`src/rtl/turf_ctrl_pkg.sv`:
```
// Shared command codes, FSM state type and UDP header field offsets for the TURF control port.
package turf_ctrl_pkg;

  localparam logic [15:0] CMD_OP = 16'h4F50;
  localparam logic [15:0] CMD_CL = 16'h434C;
  localparam logic [15:0] CMD_ID = 16'h4944;
  localparam logic [15:0] CMD_PR = 16'h5052;
  localparam logic [15:0] CMD_PW = 16'h5057;
  localparam logic [15:0] CMD_ER = 16'h4552;
  localparam logic [15:0] CMD_ST = 16'h5354;

  localparam int unsigned HDR_IP_LSB   = 32;
  localparam int unsigned HDR_PORT_LSB = 16;
  localparam int unsigned HDR_LEN_LSB  = 0;

  typedef enum logic [2:0] {
    IDLE,
    READ_CMD,
    DUMP,
    WRITE_HEADER,
    WRITE_PAYLOAD
  } state_e;

endpackage

```
`src/rtl/turf_ctrl_resp_buf.sv`:
```
// Write-then-drain response buffer: fills during a request, drains in order during the reply.
module turf_ctrl_resp_buf #(
  parameter int unsigned DEPTH = 8
) (
  input  logic                     aclk,
  input  logic                     aresetn,
  input  logic                     clear_i,
  input  logic                     wr_en_i,
  input  logic [63:0]              wr_data_i,
  input  logic                     rd_adv_i,
  output logic [63:0]              rd_data_o,
  output logic                     rd_last_o,
  output logic [$clog2(DEPTH):0]   count_o
);

  localparam int unsigned PTR_W = $clog2(DEPTH);
  localparam int unsigned CNT_W = PTR_W + 1;

  logic [63:0]      mem_q [DEPTH];
  logic [CNT_W-1:0] count_q;
  logic [PTR_W-1:0] rd_q;
  logic             full;

  assign full = (count_q == CNT_W'(DEPTH));

  always_ff @(posedge aclk) begin
    if (!aresetn || clear_i) begin
      count_q <= '0;
      rd_q    <= '0;
    end else begin
      if (wr_en_i && !full) count_q <= count_q + CNT_W'(1);
      if (rd_adv_i)         rd_q    <= rd_q + PTR_W'(1);
    end
  end

  always_ff @(posedge aclk) begin
    if (wr_en_i && !full) mem_q[count_q[PTR_W-1:0]] <= wr_data_i;
  end

  assign rd_data_o = mem_q[rd_q];
  assign rd_last_o = (({1'b0, rd_q} + CNT_W'(1)) == count_q);
  assign count_o   = count_q;

endmodule

```
`src/rtl/turf_multi_cmd_ctrl_port.sv`:
```
// TURF event control UDP port: runs up to MAX_CMDS commands per packet and replies with one packet.
// Optional TURF_CTRL_STATS_EN adds the "ST" statistics command.
module turf_multi_cmd_ctrl_port
  import turf_ctrl_pkg::*;
#(
  parameter logic [47:0] MY_MAC_ADDRESS    = 48'h0200_0000_0000,
  parameter int unsigned MAX_FRAGMENT_LEN  = 1023,
  parameter int unsigned MAX_CMDS          = 8,
  parameter logic [9:0]  DEFAULT_NFRAGMENT = 10'd127
) (
  input  logic        aclk,
  input  logic        aresetn,
  input  logic [63:0] s_udphdr_tdata,
  input  logic        s_udphdr_tvalid,
  output logic        s_udphdr_tready,
  input  logic [63:0] s_udpdata_tdata,
  input  logic [7:0]  s_udpdata_tkeep,
  input  logic        s_udpdata_tlast,
  input  logic        s_udpdata_tvalid,
  output logic        s_udpdata_tready,
  output logic [63:0] m_udphdr_tdata,
  output logic        m_udphdr_tvalid,
  input  logic        m_udphdr_tready,
  output logic [63:0] m_udpdata_tdata,
  output logic [7:0]  m_udpdata_tkeep,
  output logic        m_udpdata_tlast,
  output logic        m_udpdata_tvalid,
  input  logic        m_udpdata_tready,
  output logic [9:0]  nfragment_count_o,
  output logic [31:0] event_ip_o,
  output logic [15:0] event_port_o,
  output logic        event_open_o
);

  localparam int unsigned CNT_W    = $clog2(MAX_CMDS) + 1;
  localparam logic [9:0]  FRAG_MAX = 10'(MAX_FRAGMENT_LEN);

  state_e           state_q, state_d;
  logic [31:0]      ip_q;
  logic [15:0]      port_q;
  logic [31:0]      ev_ip_q;
  logic [15:0]      ev_port_q;
  logic             open_q;
  logic [9:0]       nfrag_q;

  logic             exec;
  logic [15:0]      cmd;
  logic [9:0]       pw_new;
  logic [63:0]      resp;
  logic [CNT_W-1:0] cnt_after;

  logic             buf_clr, buf_adv;
  logic [63:0]      buf_rd_data;
  logic             buf_rd_last;
  logic [CNT_W-1:0] buf_count;

  logic             unused_hdr_len;
  assign unused_hdr_len = ^s_udphdr_tdata[HDR_LEN_LSB +: 16];

`ifdef TURF_CTRL_STATS_EN
  logic [15:0] rx_q, err_q;
`endif

  assign cmd       = s_udpdata_tdata[15:0];
  assign cnt_after = buf_count + CNT_W'(exec);

  always_comb begin
    state_d          = state_q;
    s_udphdr_tready  = 1'b0;
    s_udpdata_tready = 1'b0;
    m_udphdr_tvalid  = 1'b0;
    m_udpdata_tvalid = 1'b0;
    exec             = 1'b0;
    buf_clr          = 1'b0;
    buf_adv          = 1'b0;
    case (state_q)
      IDLE: begin
        s_udphdr_tready = 1'b1;
        if (s_udphdr_tvalid) state_d = READ_CMD;
      end
      READ_CMD: begin
        s_udpdata_tready = 1'b1;
        if (s_udpdata_tvalid) begin
          exec = (s_udpdata_tkeep == 8'hFF);
          if (s_udpdata_tlast)
            state_d = (cnt_after != '0) ? WRITE_HEADER : IDLE;
          else if (exec && cnt_after == CNT_W'(MAX_CMDS))
            state_d = DUMP;
        end
      end
      DUMP: begin
        s_udpdata_tready = 1'b1;
        if (s_udpdata_tvalid && s_udpdata_tlast)
          state_d = (buf_count != '0) ? WRITE_HEADER : IDLE;
      end
      WRITE_HEADER: begin
        m_udphdr_tvalid = 1'b1;
        if (m_udphdr_tready) state_d = WRITE_PAYLOAD;
      end
      WRITE_PAYLOAD: begin
        m_udpdata_tvalid = 1'b1;
        if (m_udpdata_tready) begin
          buf_adv = 1'b1;
          if (buf_rd_last) begin
            buf_clr = 1'b1;
            state_d = IDLE;
          end
        end
      end
      default: state_d = IDLE;
    endcase
  end

  // Responses are formed from registered state, so earlier commands in the packet are visible.
  always_comb begin
    pw_new = (s_udpdata_tdata[25:16] > FRAG_MAX) ? FRAG_MAX : s_udpdata_tdata[25:16];
    resp   = {s_udpdata_tdata[63:16], CMD_ER};
    case (cmd)
      CMD_OP: resp = {ip_q, port_q, CMD_OP};
      CMD_CL: resp = {48'h0, CMD_CL};
      CMD_ID: resp = {MY_MAC_ADDRESS, CMD_ID};
      CMD_PR: resp = {38'h0, nfrag_q, CMD_PR};
      CMD_PW: resp = {38'h0, pw_new, CMD_PW};
`ifdef TURF_CTRL_STATS_EN
      CMD_ST: resp = {16'h0, rx_q, err_q, CMD_ST};
`endif
      default: ;
    endcase
  end

  always_ff @(posedge aclk) begin
    if (!aresetn) begin
      state_q   <= IDLE;
      ip_q      <= '0;
      port_q    <= '0;
      ev_ip_q   <= '0;
      ev_port_q <= '0;
      open_q    <= 1'b0;
      nfrag_q   <= DEFAULT_NFRAGMENT;
    end else begin
      state_q <= state_d;
      if (state_q == IDLE && s_udphdr_tvalid) begin
        ip_q   <= s_udphdr_tdata[HDR_IP_LSB +: 32];
        port_q <= s_udphdr_tdata[HDR_PORT_LSB +: 16];
      end
      if (exec) begin
        case (cmd)
          CMD_OP: begin
            ev_ip_q   <= ip_q;
            ev_port_q <= port_q;
            open_q    <= 1'b1;
          end
          CMD_CL:  open_q  <= 1'b0;
          CMD_PW:  nfrag_q <= pw_new;
          default: ;
        endcase
      end
    end
  end

`ifdef TURF_CTRL_STATS_EN
  always_ff @(posedge aclk) begin
    if (!aresetn) begin
      rx_q  <= '0;
      err_q <= '0;
    end else begin
      if (state_q == IDLE && s_udphdr_tvalid) rx_q  <= rx_q + 16'd1;
      if (exec && resp[15:0] == CMD_ER)       err_q <= err_q + 16'd1;
    end
  end
`endif

  turf_ctrl_resp_buf #(
    .DEPTH (MAX_CMDS)
  ) u_resp_buf (
    .aclk      (aclk),
    .aresetn   (aresetn),
    .clear_i   (buf_clr),
    .wr_en_i   (exec),
    .wr_data_i (resp),
    .rd_adv_i  (buf_adv),
    .rd_data_o (buf_rd_data),
    .rd_last_o (buf_rd_last),
    .count_o   (buf_count)
  );

  assign m_udphdr_tdata    = {ip_q, port_q, 16'({buf_count, 3'b000})};
  assign m_udpdata_tdata   = buf_rd_data;
  assign m_udpdata_tkeep   = 8'hFF;
  assign m_udpdata_tlast   = buf_rd_last;
  assign nfragment_count_o = nfrag_q;
  assign event_ip_o        = ev_ip_q;
  assign event_port_o      = ev_port_q;
  assign event_open_o      = open_q;

endmodule

```
`config.mk`:
```
export PLATFORM = sky130hd
export DESIGN_NAME = turf_multi_cmd_ctrl_port
export DESIGN_NICKNAME = d
export VERILOG_FILES = /design/src/rtl/turf_ctrl_pkg.sv /design/src/rtl/turf_ctrl_resp_buf.sv /design/src/rtl/turf_multi_cmd_ctrl_port.sv
export SDC_FILE = /design/constraint.sdc
export NUM_CORES = 1
export LEC_CHECK = 0
export CAP_MARGIN = 10
export CORE_MARGIN = 2
export CORE_UTILIZATION = 40
export DETAILED_ROUTE_END_ITERATION = 12
export DONT_BUFFER_PORTS = 1
export SYNTH_ARGS = -nofsm -noshare
export SYNTH_HDL_FRONTEND = slang
export SYNTH_HIERARCHICAL = 1
export SYNTH_SLANG_ARGS = --single-unit
```
`constraint.sdc`:
```
create_clock -name aclk -period 8.5 [get_ports aclk]
set_input_delay 1.7 -clock aclk [delete_from_list [all_inputs] [get_ports aclk]]
set_output_delay 1.7 -clock aclk [all_outputs]
set_load 0.01 [all_outputs]
```
Word-level counts from Yosys, hierarchy flattened
Memories as Yosys holds them, arrays and structs flattened. A register that Yosys moved wholly into a read port is not among the register bits.
Cells that the tools add are included.
Cells by class
  $add $sub $neg: 4
  reduce and logical (&&, ||, !) cells: 16
  order comparisons: 1
  shift operators: 0
  muxes and demuxes: 29
  divide/modulo/power cells: 0
  multiply operators: 0
  bitwise logic cells: 0
  equality and inequality tests: 20
Operators with widths (count)
  case mux 64 bit (5 select lines): 1
  equality test 16 x 15 -> 1 bit, second input constant: 5
  2-to-1 mux 3 bit: 10
  case mux 3 bit (5 select lines): 1
  2-to-1 mux 1 bit: 13
  != test 2 bit, second input constant: 6
  greater-than comparator 10 bit, second input constant: 1
  2-to-1 mux 10 bit: 1
  equality test 4 bit, second input constant: 2
  equality test 8 bit, second input constant: 1
  nonzero test 4 bit: 2
  AND reduction 7 bit: 1
  equality test 3 x 2 -> 1 bit, second input constant: 2
  AND reduction 2 bit: 3
  adder 3 x 1 -> 4 bit, second input constant: 1
  adder 4 x 1 -> 4 bit: 1
  adder 4 x 1 -> 4 bit, second input constant: 1
  equality test 4 bit: 1
  logical AND 1 bit: 4
  2-to-1 mux 2 bit: 2
  adder 3 x 1 -> 3 bit, second input constant: 1
  equality test 3 x 1 -> 1 bit, second input constant: 1
  equality test 3 bit, second input constant: 1
  zero test 3 bit: 1
  6 further kinds: 7
Word-level totals
  latch bits: 0
  output and inout port bits: 200
  memories: 1
  bits in writable memories: 512
  memory bits (read-only): 0
  register bits: 117
  input bits: 143
  logic and storage cells: 80
Memories
  u_resp_buf.mem_q: words 8, bits a word 64, rd ports 1, clocked after memory_dff 1, write ports 1, line turf_ctrl_resp_buf.sv:19  | logic [63:0] mem_q [DEPTH];

Longest topological paths before layout
Gate-level depths: netlist of the first run.
  depth after elaboration: 10
  depth in mapped cells: 10
  mapped depth without buffers: 9

Modules after synthesis
Netlist of the first run, hierarchy kept.
By module, submodules not included
  turf_ctrl_resp_buf: area an instance 19727.7 um^2, sequential area each 15574.9 um^2, instances 1, cells an instance 803
  turf_multi_cmd_ctrl_port: area an instance 5173.7 um^2, sequential area each 2202.1 um^2, instances 1, cells an instance 672

Least setup slack after synthesis of the first run
OpenSTA, ideal clock, no wires.
  path kind: input to register
  start: input s_udpdata_tkeep[2]
  end: memory u_resp_buf.mem_q[0][0] (enable)
  path buffers: 0
  data required time: 7935 ps
  arrival: 7151 ps
  path slack: 784 ps
  cell stages on the path: 5
  cell sequence: nand3_1 -> nor4_1 -> inv_1 -> a211o_1 -> nor3_1
Between the ends
  cells in the longest elaborated chain, start to end: 6
RTL lines
  start: declaration: line turf_multi_cmd_ctrl_port.sv:17  | input logic [7:0] s_udpdata_tkeep,
  equality test 8 bit: line turf_multi_cmd_ctrl_port.sv:84  | exec = (s_udpdata_tkeep == 8'hFF);
  2-to-1 mux 1 bit: line turf_multi_cmd_ctrl_port.sv:83  | if (s_udpdata_tvalid) begin
  2-to-1 mux 1 bit: line turf_multi_cmd_ctrl_port.sv:76  | case (state_q)
  net exec: line turf_multi_cmd_ctrl_port.sv:46  | logic exec;
  logical AND 1 bit: line turf_ctrl_resp_buf.sv:37  | if (wr_en_i && !full) mem_q[count_q[PTR_W-1:0]] <= wr_data_i;
  2-to-1 mux 1 bit: line turf_ctrl_resp_buf.sv:37
  2-to-1 mux 1 bit (not written as such): line turf_ctrl_resp_buf.sv:37
  end: declaration: line turf_ctrl_resp_buf.sv:19
The timed path passes the listed nets, and every way through them passes these cells.

==> flow_metrics.env, run 1 <==
export IMPL_slowest_delay_ns=1.00
export IMPL_grt_pass1_wl_mm=86.8
export IMPL_layout_nets=1681
export IMPL_synth_distinct_cells=50
export IMPL_post_synth_cell_area_avg_um2=16.9
export IMPL_antenna_cells=0
export IMPL_worst_ir_drop_vdd_uv=157
export IMPL_swShare_pct=21.0
export IMPL_synth_flop_cell="edfxtp_1"
export IMPL_htreeDepth=3
export IMPL_wirelength_mm=59.8
export IMPL_dr_pass1_iters=5
export IMPL_synth_xor_area_share_pct=0.281
export IMPL_synth_seq_area_share_pct=71.4
export IMPL_dr_total_vias=13000
export IMPL_pwr_share_seq_pct=53.2
export IMPL_drive_gt1_share_pct=21.5
export IMPL_path_class="reg -> out"
export IMPL_initialDrtViolationCount=1061
export IMPL_cts_hold_buf=0
export IMPL_yosys_area_share_simple_pct=5.57
export IMPL_via_per_inst=5.36
export IMPL_synth_top_family_by_area="multiplexers"
export IMPL_path_depth=3
export IMPL_whs_ns=0.544
export IMPL_die_width_um=254
export IMPL_critical_path_buf_inv_count=1
export IMPL_slew_headroom_pct=21.4
export IMPL_path_clk_slew_ns=0.06
export IMPL_synth_edf_count=512
export IMPL_synth_area_leaders="edfxtp_1 (62%), mux4_2 (12%), dfxtp_1 (9.6%), nand2_1 (3.0%), mux2_2 (2.9%)"
export IMPL_synthDominantCellAreaShare_pct=61.7
export IMPL_end_kind="output port"
export IMPL_slowest_stage="dfxtp_4"
export IMPL_synthAdderAreaFrac_pct=0.251
export IMPL_fin_crit_ns=5.06
export IMPL_cts_buffers=68
export IMPL_worstHoldEndpoint="ip_q[18]"
export IMPL_dp_hpwl_mm=35.5
export IMPL_ant_nets=0
export IMPL_port_buffers=0
export IMPL_setup_viol=0
export IMPL_critPathArrivalTime_ns=3.36
export IMPL_post_cts_resize_count=0
export IMPL_status="complete, no violations"
export IMPL_ys_ff_latch=632
export IMPL_synthMuxAreaShare_pct=16.9
export IMPL_rsz0062_at_grt="false"
export IMPL_whs_path_depth=2
export IMPL_p_per_area_mw_per_mm2=229
export IMPL_hold_start="ip_q[18]"
export IMPL_ys_warn_count=6
export IMPL_worstReg2RegEnd="u_resp_buf/mem_q[1][56]"
export IMPL_clkPwrFrac_pct=44.1
export IMPL_worst_setup_path_start_kind="flop"
export IMPL_ios=343
export IMPL_fin_skew_ns=0.0236
export IMPL_cts_tree="done"
export IMPL_comb_power_share_pct=2.7
export IMPL_async_flop_share_pct=0
export IMPL_ff2ff_path_depth=6
export IMPL_fin_total_pwr_w=0.00643
export IMPL_cpLargestDelayFamily="flip-flops"
export IMPL_drv_cap=0
export IMPL_clkLatencyLatePin_ns=0.60
export IMPL_die_h_um=254
export IMPL_regToRegSetupSlack_ns=4.07
export IMPL_rows=91
export IMPL_tightest_slew_ns=1.18
export IMPL_synthToLayoutAreaGrowth_pct=12.6
export IMPL_max_freq_ghz=0.198
export IMPL_grt_use_total_pct=18.6
export IMPL_p_int_w=0.00508
export IMPL_clk_path_buf_depth=3
export IMPL_yosysTopAreaCell="edfxtp_1"
export IMPL_synth_cell_area_mm2=0.0249
export IMPL_start_util_pct=40.4
export IMPL_grt_max_degree=60
export IMPL_path_max_fanout=45
export IMPL_cts_setup_buffers=0
export IMPL_finalCritPeriodShare_pct=59.5
export IMPL_synth_compound_area_share_pct=2.90
export IMPL_overflow=0
export IMPL_finalMaxSlewViolations=0
export IMPL_finalSetupTns_ns=0
export IMPL_post_drt_wl_per_cell_um=24.7
export IMPL_synthesis_instances=1475
export IMPL_antenna_found_initial=3
export IMPL_path_cells="buf_4, mux4_2, mux2_2"
export IMPL_grt_pass1_vias=13300
export IMPL_die_area_mm2=0.0643
export IMPL_gp_congestion=0.789
export IMPL_drc=0
export IMPL_finalHoldViolations=0
export IMPL_p_switching_w=0.00135
export IMPL_cp_required_ns=6.80
export IMPL_clkSinkCount=632
export IMPL_r2r_start="state_q[0]"
export IMPL_cts_root_buf="clkbuf_16"
export IMPL_cellLeakagePower_nw=8.93
export IMPL_hold_path_class="reg -> reg"
export IMPL_core_mm2=0.0616
## kinds of logic (layout without fill, tap and decap cells)
kind of cell	after synthesis	in the layout
flops	632	632
mux	252	252
compound gates	132	132
buf+inv	124	167
fa+ha+maj	5	5
other cells	2	68
xor+xnor	8	8
simple gates	320	320
## how the worst max path moves through the flow
stage,slack (ns),from,end
floorplan,0.78,s_udpdata_tkeep[2],u_resp_buf/mem_q[0][0]
global placement,3.26,s_udpdata_tkeep[2],u_resp_buf/mem_q[2][61]
detailed placement,3.21,s_udpdata_tkeep[2],u_resp_buf/mem_q[1][12]
CTS,3.26,flop,m_udpdata_tdata[31]
global route,3.13,flop,m_udpdata_tdata[31]
finish,3.44,flop,m_udpdata_tdata[31]
## power by group through the flow
stage               clock network (W)  registers (W)  logic [W]
CTS                           0.00291        0.00342   0.000174
global route                  0.00302        0.00342   0.000196
finish                        0.00284        0.00342   0.000172
global placement                    0        0.00349   0.000168
detailed placement                  0        0.00349   0.000173
floorplan                           0        0.00346   0.000147
## state kept, by name (all words and copies together) (netlist names), named ones only
register and cells:
u_resp_buf/mem_q 512, u_resp_buf/count_o 4, event_open_o 1, event_ip_o 32, ip_q 32, port_q 16
nfragment_count_o 10, u_resp_buf/rd_q 3, event_port_o 16, state_q 3
## worst reg2reg max path: stages, from the launching register on
cell and delay [ns]:
dfxtp_1 0.54, or3b_1 0.41, nor4_1 0.77, inv_1 0.21, a211o_1 0.45, nor2_4 0.95, buf_4 0.68
## stage by stage
step / worst slack (ns) / std cells / cell area, um^2 / util (%)
after floorplan: 0.784 / 1541 / 25100 / -
after global placement: 3.26 / 2300 / 25900 / 42.0
after detailed placement: 3.21 / 2300 / 25900 / 42.0
after CTS: 3.26 / 2421 / 28000 / 45.5
after global routing: 3.13 / 2421 / 28000 / 45.5
final: 3.44 / 2421 / 28000 / 45.5
## synthesized netlist by cell type (4+ instances only)
cell and n:
edfxtp_1 512, nand2_1 196, mux4_2 128, dfxtp_1 120, nor2_1 67, mux2_2 64
mux2i_1 60, a21oi_1 56, o21ai_0 52, clkbuf_1 51, buf_4 25, inv_1 20
buf_6 14, a22oi_1 10, buf_1 10, nand4_1 6, nor3_1 6, ha_1 5
nand3_1 5, buf_2 4, nand3b_1 4, nor3b_1 4, xnor2_1 4, xor2_1 4
## cells in the final DEF (no fill, tap or decap), drive strengths merged, types with 3 or more instances in the layout
cell type    n
or2          3
edfxtp     512
nor3         7
nand3b       4
mux2i       60
nor3b        4
conb        68
nand4        6
and2         3
clkinv      20
nand2      196
a21oi       56
or4          4
nand3        5
nor2        67
o21ai       52
nand2b       3
or3b         4
bufinv       3
dfxtp      120
nor2b        3
buf         26
inv         25
mux4       128
xor2         4
clkbuf      92
a22oi       10
mux2        64
xnor2        4
ha           5
## area by class of cell
type,count,area [um^2]
sequential,632,17800
clock inverter,29,251
timing repair buffer,26,195
clock buffer,92,1900
multi-input combinational,785,6780
tap,837,1050
fill,5297,33600
inverter,20,76.3
## layer usage
layer | part of all wire, % | up-vias | track usage [%]
li1 | - | 5703 | -
met2 | 48 | 433 | 30.0
met3 | 6.5 | 84 | 3.89
met1 | 43 | 6751 | 25.4
met4 | 2.2 | 4 | 5.98
met5 | 0.047 | - | 0
No activity file was read; power rests on OpenSTA's default activity.
==> inputs of run 2 (changes only) <==
==> constraint.sdc (replaced) <==
create_clock -name aclk -period 4.2 [get_ports aclk]
set_input_delay 0.84 -clock aclk [delete_from_list [all_inputs] [get_ports aclk]]
set_output_delay 0.84 -clock aclk [all_outputs]
set_load 0.01 [all_outputs]
==> flow_metrics.env, run 2 (synthesized netlist as in run 1, its figures left out) <==
export IMPL_final_common_cell="edfxtp_1"
export IMPL_status="complete, no violations"
export IMPL_wirelength_mm=59.9
export IMPL_tightest_slew_ns=1.19
export IMPL_finalHoldViolations=0
export IMPL_slew_headroom_pct=20.5
export IMPL_path_class="reg -> reg"
export IMPL_worst_setup_path_start_kind="flop"
export IMPL_synthToLayoutAreaGrowth_pct=14.3
export IMPL_drc=0
export IMPL_die_area_mm2=0.0643
export IMPL_final_cell_mix="edfxtp_1 (512), nand2_1 (194), mux4_2 (128)"
export IMPL_dp_worst_setup_slack_ns=0.689
export IMPL_drive_gt1_share_pct=22.5
export IMPL_finalCritPeriodShare_pct=80.3
export IMPL_grtUsageMet2_pct=30.0
export IMPL_cts_root_buf="clkbuf_16"
export IMPL_rsz0062_at_grt="false"
export IMPL_path_max_fanout=22
export IMPL_layout_nets=1696
export IMPL_critPathArrivalTime_ns=3.65
export IMPL_met1_usage_pct=25.4
export IMPL_post_cts_resize_count=0
export IMPL_grt_use_total_pct=18.8
export IMPL_die_h_um=254
export IMPL_cts_buffers=67
export IMPL_hold_path_class="in -> reg"
export IMPL_clk_path_buf_depth=3
export IMPL_path_clk_slew_ns=0.06
export IMPL_max_freq_ghz=0.296
export IMPL_core_mm2=0.0616
export IMPL_grt_pass1_wl_mm=87.8
export IMPL_ios=343
export IMPL_worst_ir_drop_vdd_uv=296
export IMPL_dp_hpwl_mm=35.9
export IMPL_cts_setup_buffers=0
export IMPL_largest_reg_flops=512
export IMPL_gp_congestion=0.809
export IMPL_start_util_pct=40.4
export IMPL_overflow=0
export IMPL_via_per_inst=5.36
export IMPL_dr_total_vias=13100
export IMPL_setup_viol=0
export IMPL_multiInputGateArea_mm2=0.00679
export IMPL_grt_pass1_vias=13600
export IMPL_clkSinkCount=632
export IMPL_area_sequential_mm2=0.0178
export IMPL_port_buffers=0
export IMPL_htreeDepth=3
export IMPL_fin_crit_ns=3.37
export IMPL_rows=91
export IMPL_fin_skew_ns=0.0174
export IMPL_antenna_found_initial=5
export IMPL_post_drt_wl_per_cell_um=24.6
export IMPL_clkLatencyLatePin_ns=0.60
export IMPL_end_kind="flop"
export IMPL_p_per_area_mw_per_mm2=464
export IMPL_initialDrtViolationCount=947
export IMPL_finalSetupTns_ns=0
export IMPL_finalMaxSlewViolations=0
export IMPL_grt_max_degree=80
export IMPL_busiest_layer="met2"
export IMPL_fin_ws_ns=0.827
export IMPL_grtUsageMet3_pct=4.18
export IMPL_ant_nets=0
export IMPL_cts_tree="done"
export IMPL_cellLeakagePower_nw=9.09
export IMPL_drv_cap=0
export IMPL_cts_hold_buf=0
export IMPL_die_width_um=254
export IMPL_fillers=5272
export IMPL_dr_pass1_iters=5
export IMPL_cp_required_ns=4.47
[run 2: worst paths after layout]
check	slack, ns	endpoint	startpoint	depth (start not counted)
worst max-delay path	0.83	u_resp_buf/mem_q[0][18]	state_q[0]	7
worst min-delay path	0.34	nfragment_count_o[5]	aresetn	1
worst max register to register	0.83	u_resp_buf/mem_q[0][18]	state_q[0]	7
worst min register to register	0.54	ip_q[18]	ip_q[18]	2
[run 2: where the power goes]
part	internal, W	total (W)	switching, W
combinational	0.000109	0.000368	0.000260
sequential	0.00680	0.00692	0.000123
clock	0.00359	0.00593	0.00233
[run 2: layer usage]
metal / wire length (um) / vias to the layer above
met3: 3900 / 86
met4: 1480 / 4
met1: 25700 / 6830
met2: 28800 / 402
met5: 22 / -
li1: - / 5736
[run 2: stage by stage]
stage / power (W) / utilization [%] / area, um^2 / hold slack (ns) / std cells
final: 0.0132 / 46.2 / 28500 / 0.337 / 2438
after global routing: 0.0137 / 46.2 / 28500 / 0.303 / 2438
after CTS: 0.0134 / 46.2 / 28500 / 0.287 / 2435
after detailed placement: 0.00743 / 42.6 / 26200 / 0.532 / 2316
after global placement: 0.00742 / 42.6 / 26200 / 0.531 / 2316
after floorplan: 0.00730 / - / 25200 / 0.504 / 1541
[run 2: worst max-delay path, cell delays in order, from the launching register on]
cell and delay [ns]:
dfxtp_1 0.55, or3b_1 0.41, nor4_1 0.40, buf_4 0.21, inv_1 0.08, a211o_1 0.43, nor3_4 0.68, buf_12 0.28
[run 2: cell type report]
class / instances / area share (%)
flip-flops and latches: 632 / 62.5
multi-input cells: 785 / 23.9
clock buffers: 94 / 6.83
well taps: 837 / 3.68
repair buffers: 42 / 1.86
clock inverters: 25 / 0.985
inverters: 20 / 0.268
diodes: 3 / 0.0264
==> inputs of run 3 (changes only) <==
==> constraint.sdc (replaced) <==
create_clock -name aclk -period 3 [get_ports aclk]
set_input_delay 0.6 -clock aclk [delete_from_list [all_inputs] [get_ports aclk]]
set_output_delay 0.6 -clock aclk [all_outputs]
set_load 0.01 [all_outputs]
==> flow_metrics.env, run 3 (synthesized netlist as in run 1, its figures left out) <==
export IMPL_finalMaxSlewViolations=0
export IMPL_port_buffers=0
export IMPL_post_drt_wl_per_cell_um=23.8
export IMPL_cts_root_buf="clkbuf_16"
export IMPL_ios=343
export IMPL_rsz0062_at_grt="true"
export IMPL_die_width_um=254
export IMPL_grt_pass1_vias=13600
export IMPL_critPathArrivalTime_ns=2.34
export IMPL_start_util_pct=40.4
export IMPL_place_inst=2339
export IMPL_overflow=0
export IMPL_fin_crit_ns=2.94
export IMPL_initialDrtViolationCount=959
export IMPL_final_cell_mix="edfxtp_1 (512), nand2_1 (194), mux4_2 (128)"
export IMPL_drive_gt1_share_pct=24.0
export IMPL_max_freq_ghz=0.340
export IMPL_dr_total_vias=13000
export IMPL_path_clk_slew_ns=0.06
export IMPL_hold_path_class="in -> reg"
export IMPL_finalCritPeriodShare_pct=98.0
export IMPL_utilization_pct=46.8
export IMPL_clk_path_buf_depth=3
export IMPL_rows=91
export IMPL_die_area_mm2=0.0643
export IMPL_fin_skew_ns=0.0247
export IMPL_drc=0
export IMPL_cts_buffers=68
export IMPL_core_mm2=0.0616
export IMPL_worst_setup_path_start_kind="flop"
export IMPL_end_kind="output port"
export IMPL_synthToLayoutAreaGrowth_pct=15.8
export IMPL_finish_instance_area_mm2=0.0288
export IMPL_cellLeakagePower_nw=9.27
export IMPL_status="complete, no violations"
export IMPL_layout_nets=1723
export IMPL_path_class="reg -> out"
export IMPL_worst_ir_drop_vdd_uv=417
export IMPL_path_max_fanout=13
export IMPL_ant_nets=0
export IMPL_dr_pass1_iters=5
export IMPL_htreeDepth=3
export IMPL_gp_congestion=0.784
export IMPL_clkSinkCount=632
export IMPL_final_instance_count_excl_fill=2469
export IMPL_largest_reg_flops=512
export IMPL_wirelength_mm=58.8
export IMPL_grt_max_degree=57
export IMPL_finalSetupTns_ns=0
export IMPL_p_per_area_mw_per_mm2=633
export IMPL_die_h_um=254
export IMPL_dpl_cell_area_mm2=0.0266
export IMPL_cts_tree="done"
export IMPL_cp_required_ns=2.40
export IMPL_slew_headroom_pct=27.5
export IMPL_finalHoldViolations=0
export IMPL_via_per_inst=5.28
export IMPL_dp_hpwl_mm=35.7
export IMPL_grt_pass1_wl_mm=86.5
export IMPL_clkLatencyLatePin_ns=0.60
export IMPL_setup_viol=0
export IMPL_tightest_slew_ns=1.08
export IMPL_antenna_found_initial=4
export IMPL_final_common_cell="edfxtp_1"
export IMPL_grt_use_total_pct=18.5
export IMPL_drv_cap=0
run 3: cell count changes in the layout (fill, tap and decap cells not counted), sizes merged:
cell      before  now
buf           42   67
inv           20   24
bufinv         6    3
clkbuf        94   97
bufbuf         0    1
clkinv        16   17
clkinvlp       3    2
diode          3    4
run 3: layout make-up:
cell class | instances | area, um^2
clock buffer | 97 | 1900
tap | 837 | 1050
clock inverter | 26 | 241
multi-input combinational | 785 | 6850
antenna | 4 | 10.0
sequential | 632 | 17800
timing repair buffer | 68 | 926
inverter | 20 | 76.3
fill | 5207 | 32800
run 3: metal layers:
layer | track usage [%] | wire [um]
met1 | 25.0 | 25400
met2 | 29.4 | 28300
met3 | 3.90 | 3520
met4 | 7.27 | 1590
met5 | 0 | 13
run 3: worst max-delay path, stage by stage (launching register included):
cell and delay (ns):
dfxtp_4 0.44, buf_12 0.14, bufbuf_16 0.31, mux4_2 0.50
mux2_2 0.36
run 3: timing repair:
item / CTS / global route
buffers inserted: 3 / 0
setup endpoints to repair: 16 / 11
endpoints found under the hold margin: 0 / 0
pin swaps: 0 / 0
gates cloned: 1 / 0
hold buffers: 0 / 0
gates resized for setup: 2 / 9
run 3: final timing paths:
| check | from | endpoint | slack (ns) | depth (start not counted) |
|---|---|---|---|---|
| worst min-delay path | aresetn | nfragment_count_o[1] | 0.07 | 1 |
| worst max register to register | state_q[2] | event_port_o[10] | 0.40 | 6 |
| worst max-delay path | flop | m_udpdata_tdata[36] | 0.06 | 4 |
| worst min register to register | ip_q[19] | ip_q[19] | 0.54 | 2 |
run 3: stage by stage:
step           hold slack [ns]  setup slack (ns)  power (W)
4_1_cts                 0.0414           0.00980     0.0185
6_report                0.0747            0.0599     0.0183
2_1_floorplan            0.504            -0.609     0.0102
3_5_place_dp             0.537           0.00467     0.0104
3_3_place_gp             0.533             0.111     0.0104
5_1_grt                 0.0452           -0.0176     0.0189
run 3: where the power goes:
group	switching [W]	leakage [nW]	internal [W]
logic	0.000383	2.57	0.000187
clock network	0.00331	1.05	0.00469
registers	0.000158	5.65	0.00952
==> patch 1: new RTL, settings of run 3 <==
Put one more register stage on the output `nfragment_count_o`, without a reset. The value now appears one clock later. The other outputs are not delayed to match.
--- a/src/rtl/turf_multi_cmd_ctrl_port.sv
+++ b/src/rtl/turf_multi_cmd_ctrl_port.sv
@@ -190,3 +190,5 @@
   assign m_udpdata_tlast   = buf_rd_last;
-  assign nfragment_count_o = nfrag_q;
+  always_ff @(posedge aclk) begin
+    nfragment_count_o <= nfrag_q;
+  end
   assign event_ip_o        = ev_ip_q;
Function: changed (a bounded check fails within 4 cycles, from zero or initial values and one cycle with aresetn low).
==> patch 1 against run 3 <==
Power is 6.9% higher. Sequential cell count is 10 higher. Die area is 0.75% higher. Non-clock buffer count is 4 lower. Worst setup slack better by 0.057 ns. Routed wire length is 4.7% higher. Cell area is 1.3% higher. Critical path type unchanged. Largest power group unchanged. Synthesized area is 0.76% higher. Critical endpoint is now m_udpdata_tdata[63].
==> patch 1: results (changes against run 3) <==
status: "finished clean"
rr_worst_depth: 5  # -1
hpwl_um: 38200  # +6.9%
inverters: 10  # -50%
synth_mux_area_share_pct: 14.8  # -2.0 points
synth_compound_area_share_pct: 3.77  # +0.87 points
use_met1_pct: 24.7  # -0.23 points
final_cells: 2520  # +2.1%
layout.area.seq_um2: 18000  # +1.1%
grt_max_degree: 71  # +25%
grt_usage_pct: 19.0  # +0.53 points
use_met3_pct: 5.37  # +1.5 points
cts_resized: 0  # -2
crit_path_max_fanout: 10  # -3
crit_path_max_incr_delay_ns: 0.53  # +0.03 ns
synth_xor_area_share_pct: 0.279  # -0.0021 points
buf_share_pct: 3.06  # -0.15 points
cts_setup_buffers: 1  # -2
worst_pin_slew_ns: 0.921  # -0.156 ns
clkbuf_count: 88  # -9.3%
grt_pass1_wl_um: 89100  # +3.0%
n_all_buffers: 64  # -5.9%
ys_types: 51  # +2.0%
drt-vias-per-instance: 5.39  # +2.1%
placed_area_um2: 26800  # +0.80%
dpl_worst_slack_ns: 0.0562  # +0.0515 ns
avgSynthCellArea_um2: 16.4  # -3.0%
numCtsBuffers: 71  # +4.4%
cellLeakagePower_nw: 9.45  # +1.9%
gp_congestion: 0.759  # -3.2%
diodes: 0  # -4
final_layout_size_suffix_gt1_share_pct: 23.4  # -0.60 points
patch 1: cell count changes after synthesis, sizes merged, moves of 4 or more:
cell	before	now
nand2	196	294
nor2	67	17
a21oi	56	105
mux2i	60	12
a221o	0	10
a22oi	10	0
dfxtp	120	130
inv	20	10
nor3b	4	12
o21ai	52	45
buf	53	58
nor3	7	11
or3	2	6
patch 1: metal layers:
metal	vias up	wire, um
met3	81	5100
met4	2	1290
met2	500	30000
met5	-	13
li1	5979	-
met1	7021	25200
patch 1: path summary, 6_finish.rpt:
check	from	to	slack, ns
max	flop	m_udpdata_tdata[63]	0.12
min	aresetn	nfrag_q[3]	0.07
max reg2reg	state_q[1]	event_port_o[7]	0.40
min reg2reg	nfrag_q[2]	nfragment_count_o[2]	0.37
patch 1: power by group:
part           internal (mW)  switching (mW)  total [mW]
clock network           5.37            3.46        8.83
logic                  0.242           0.512       0.754
registers               9.69           0.224        9.91
==> patch 2: new RTL, settings of run 3 <==
Without the edit above. Set the package constant `HDR_IP_LSB` to 16 (it was 32).
--- a/src/rtl/turf_ctrl_pkg.sv
+++ b/src/rtl/turf_ctrl_pkg.sv
@@ -11,3 +11,3 @@
 
-  localparam int unsigned HDR_IP_LSB   = 32;
+  localparam int unsigned HDR_IP_LSB   = 16;
   localparam int unsigned HDR_PORT_LSB = 16;
Check against the original RTL: not equivalent (Yosys sat finds a counterexample within 4 cycles, from zero or initial values and one cycle with aresetn low).
==> patch 2 against run 3 <==
Synthesized cell count is 9.2% lower. Synthesized area is 3.7% lower. Combinational power is 7.9% higher. Routed wire length is 1.5% higher. Critical path depth stayed put. Sequential cell count is 32 lower. Cell area is 4.9% lower. First-iteration DRC count is 12% higher. Via count is 5.8% lower. Largest power group unchanged. Die area is 3.6% lower. Worst setup slack better by 0.086 ns. Final cell count is 9.4% lower. Register-to-register slack worse by 0.25 ns. Power is 1.4% lower.
==> patch 2: results (changes against run 3) <==
status: "finished clean"
ys_top_cells_by_area: "edfxtp_1 64%, mux4_2 12%, dfxtp_1 7.3%"
clkbuf_count: 84  # -13%
crit_arrival_ns: 2.25  # -0.09 ns
use_met3_pct: 5.43  # +1.5 points
num_vias: 12300  # -5.8%
inverters: 9  # -55%
hold_ws_ns: 0.0864  # +0.0116 ns
route.layer.met1.wl_um: 25800  # +1.6%
gp_congestion: 0.772  # -1.5%
r2r-end: "state_q[0]"
worst_pin_slew_ns: 1.02  # -0.0556 ns
comb.multi_input.count: 674  # -14%
wl_met3_um: 4190  # +19%
ys_seq_elements: 600  # -5.1%
dpl_worst_slack_ns: 0.0213  # +0.0166 ns
synth_commonest_cells: "512 x edfxtp_1, 131 x nand2_1, 128 x mux4_2, 88 x dfxtp_1, 64 x mux2_2"
r2r_slack_ns: 0.15  # -0.25 ns
wl_met2_um: 28500  # +0.68%
final_nets: 1560  # -9.5%
grt_pass1_vias: 12600  # -7.3%
diodes: 1  # -3
critPathCapture: "m_udpdata_tdata[13]"
powerClk_mw: 8.05  # +0.6%
min_to: "nfragment_count_o[2]"
cellLeakagePower_nw: 8.85  # -4.5%
drt_iter0_markers: 1075  # +12%
pwr-share-comb_pct: 3.4  # +0.3 points
total_power_mw: 18.0  # -1.4%
clock_area_share_pct: 7.84  # +0.43 points
netSwitchingFraction_pct: 21.6  # +0.50 points
nFillCells: 4948  # -5.0%
grt_usage_pct: 19.4  # +0.88 points
crit_path_max_fanout: 21  # +8
patch 2: changes by cell type after synthesis, moves of 3 or more:
cell	delta
dfxtp_1	-32
inv_1	-13
o21ai_0	-41
a22o_1	+22
or3b_2	-3
buf_4	+29
buf_2	+11
mux2i_1	-17
a21oi_1	-18
nor2_1	-13
o21ai_1	+10
clkbuf_1	-21
nand2_1	-65
nand3_1	+11
patch 2: cell families after synthesis:
kind of cell | count (synthesis) | share of synthesized area, %
buffers and inverters | 132 | 3.46
flip-flops | 600 | 71.5
XOR/XNOR | 8 | 0.292
AO/OA/AOI/OAI | 105 | 2.84
multiplexers | 236 | 16.9
AND/OR/NAND/NOR | 252 | 4.79
adder cells (fa/ha/maj) | 5 | 0.261
other | 2 | 0.0313
patch 2: per-stage QoR:
step / cell area (um2) / instances
final: 27400 / 2238
after detailed placement: 25200 / 2115
after CTS: 27400 / 2237
after global routing: 27400 / 2238
after floorplan: 24300 / 1406
after global placement: 25200 / 2115
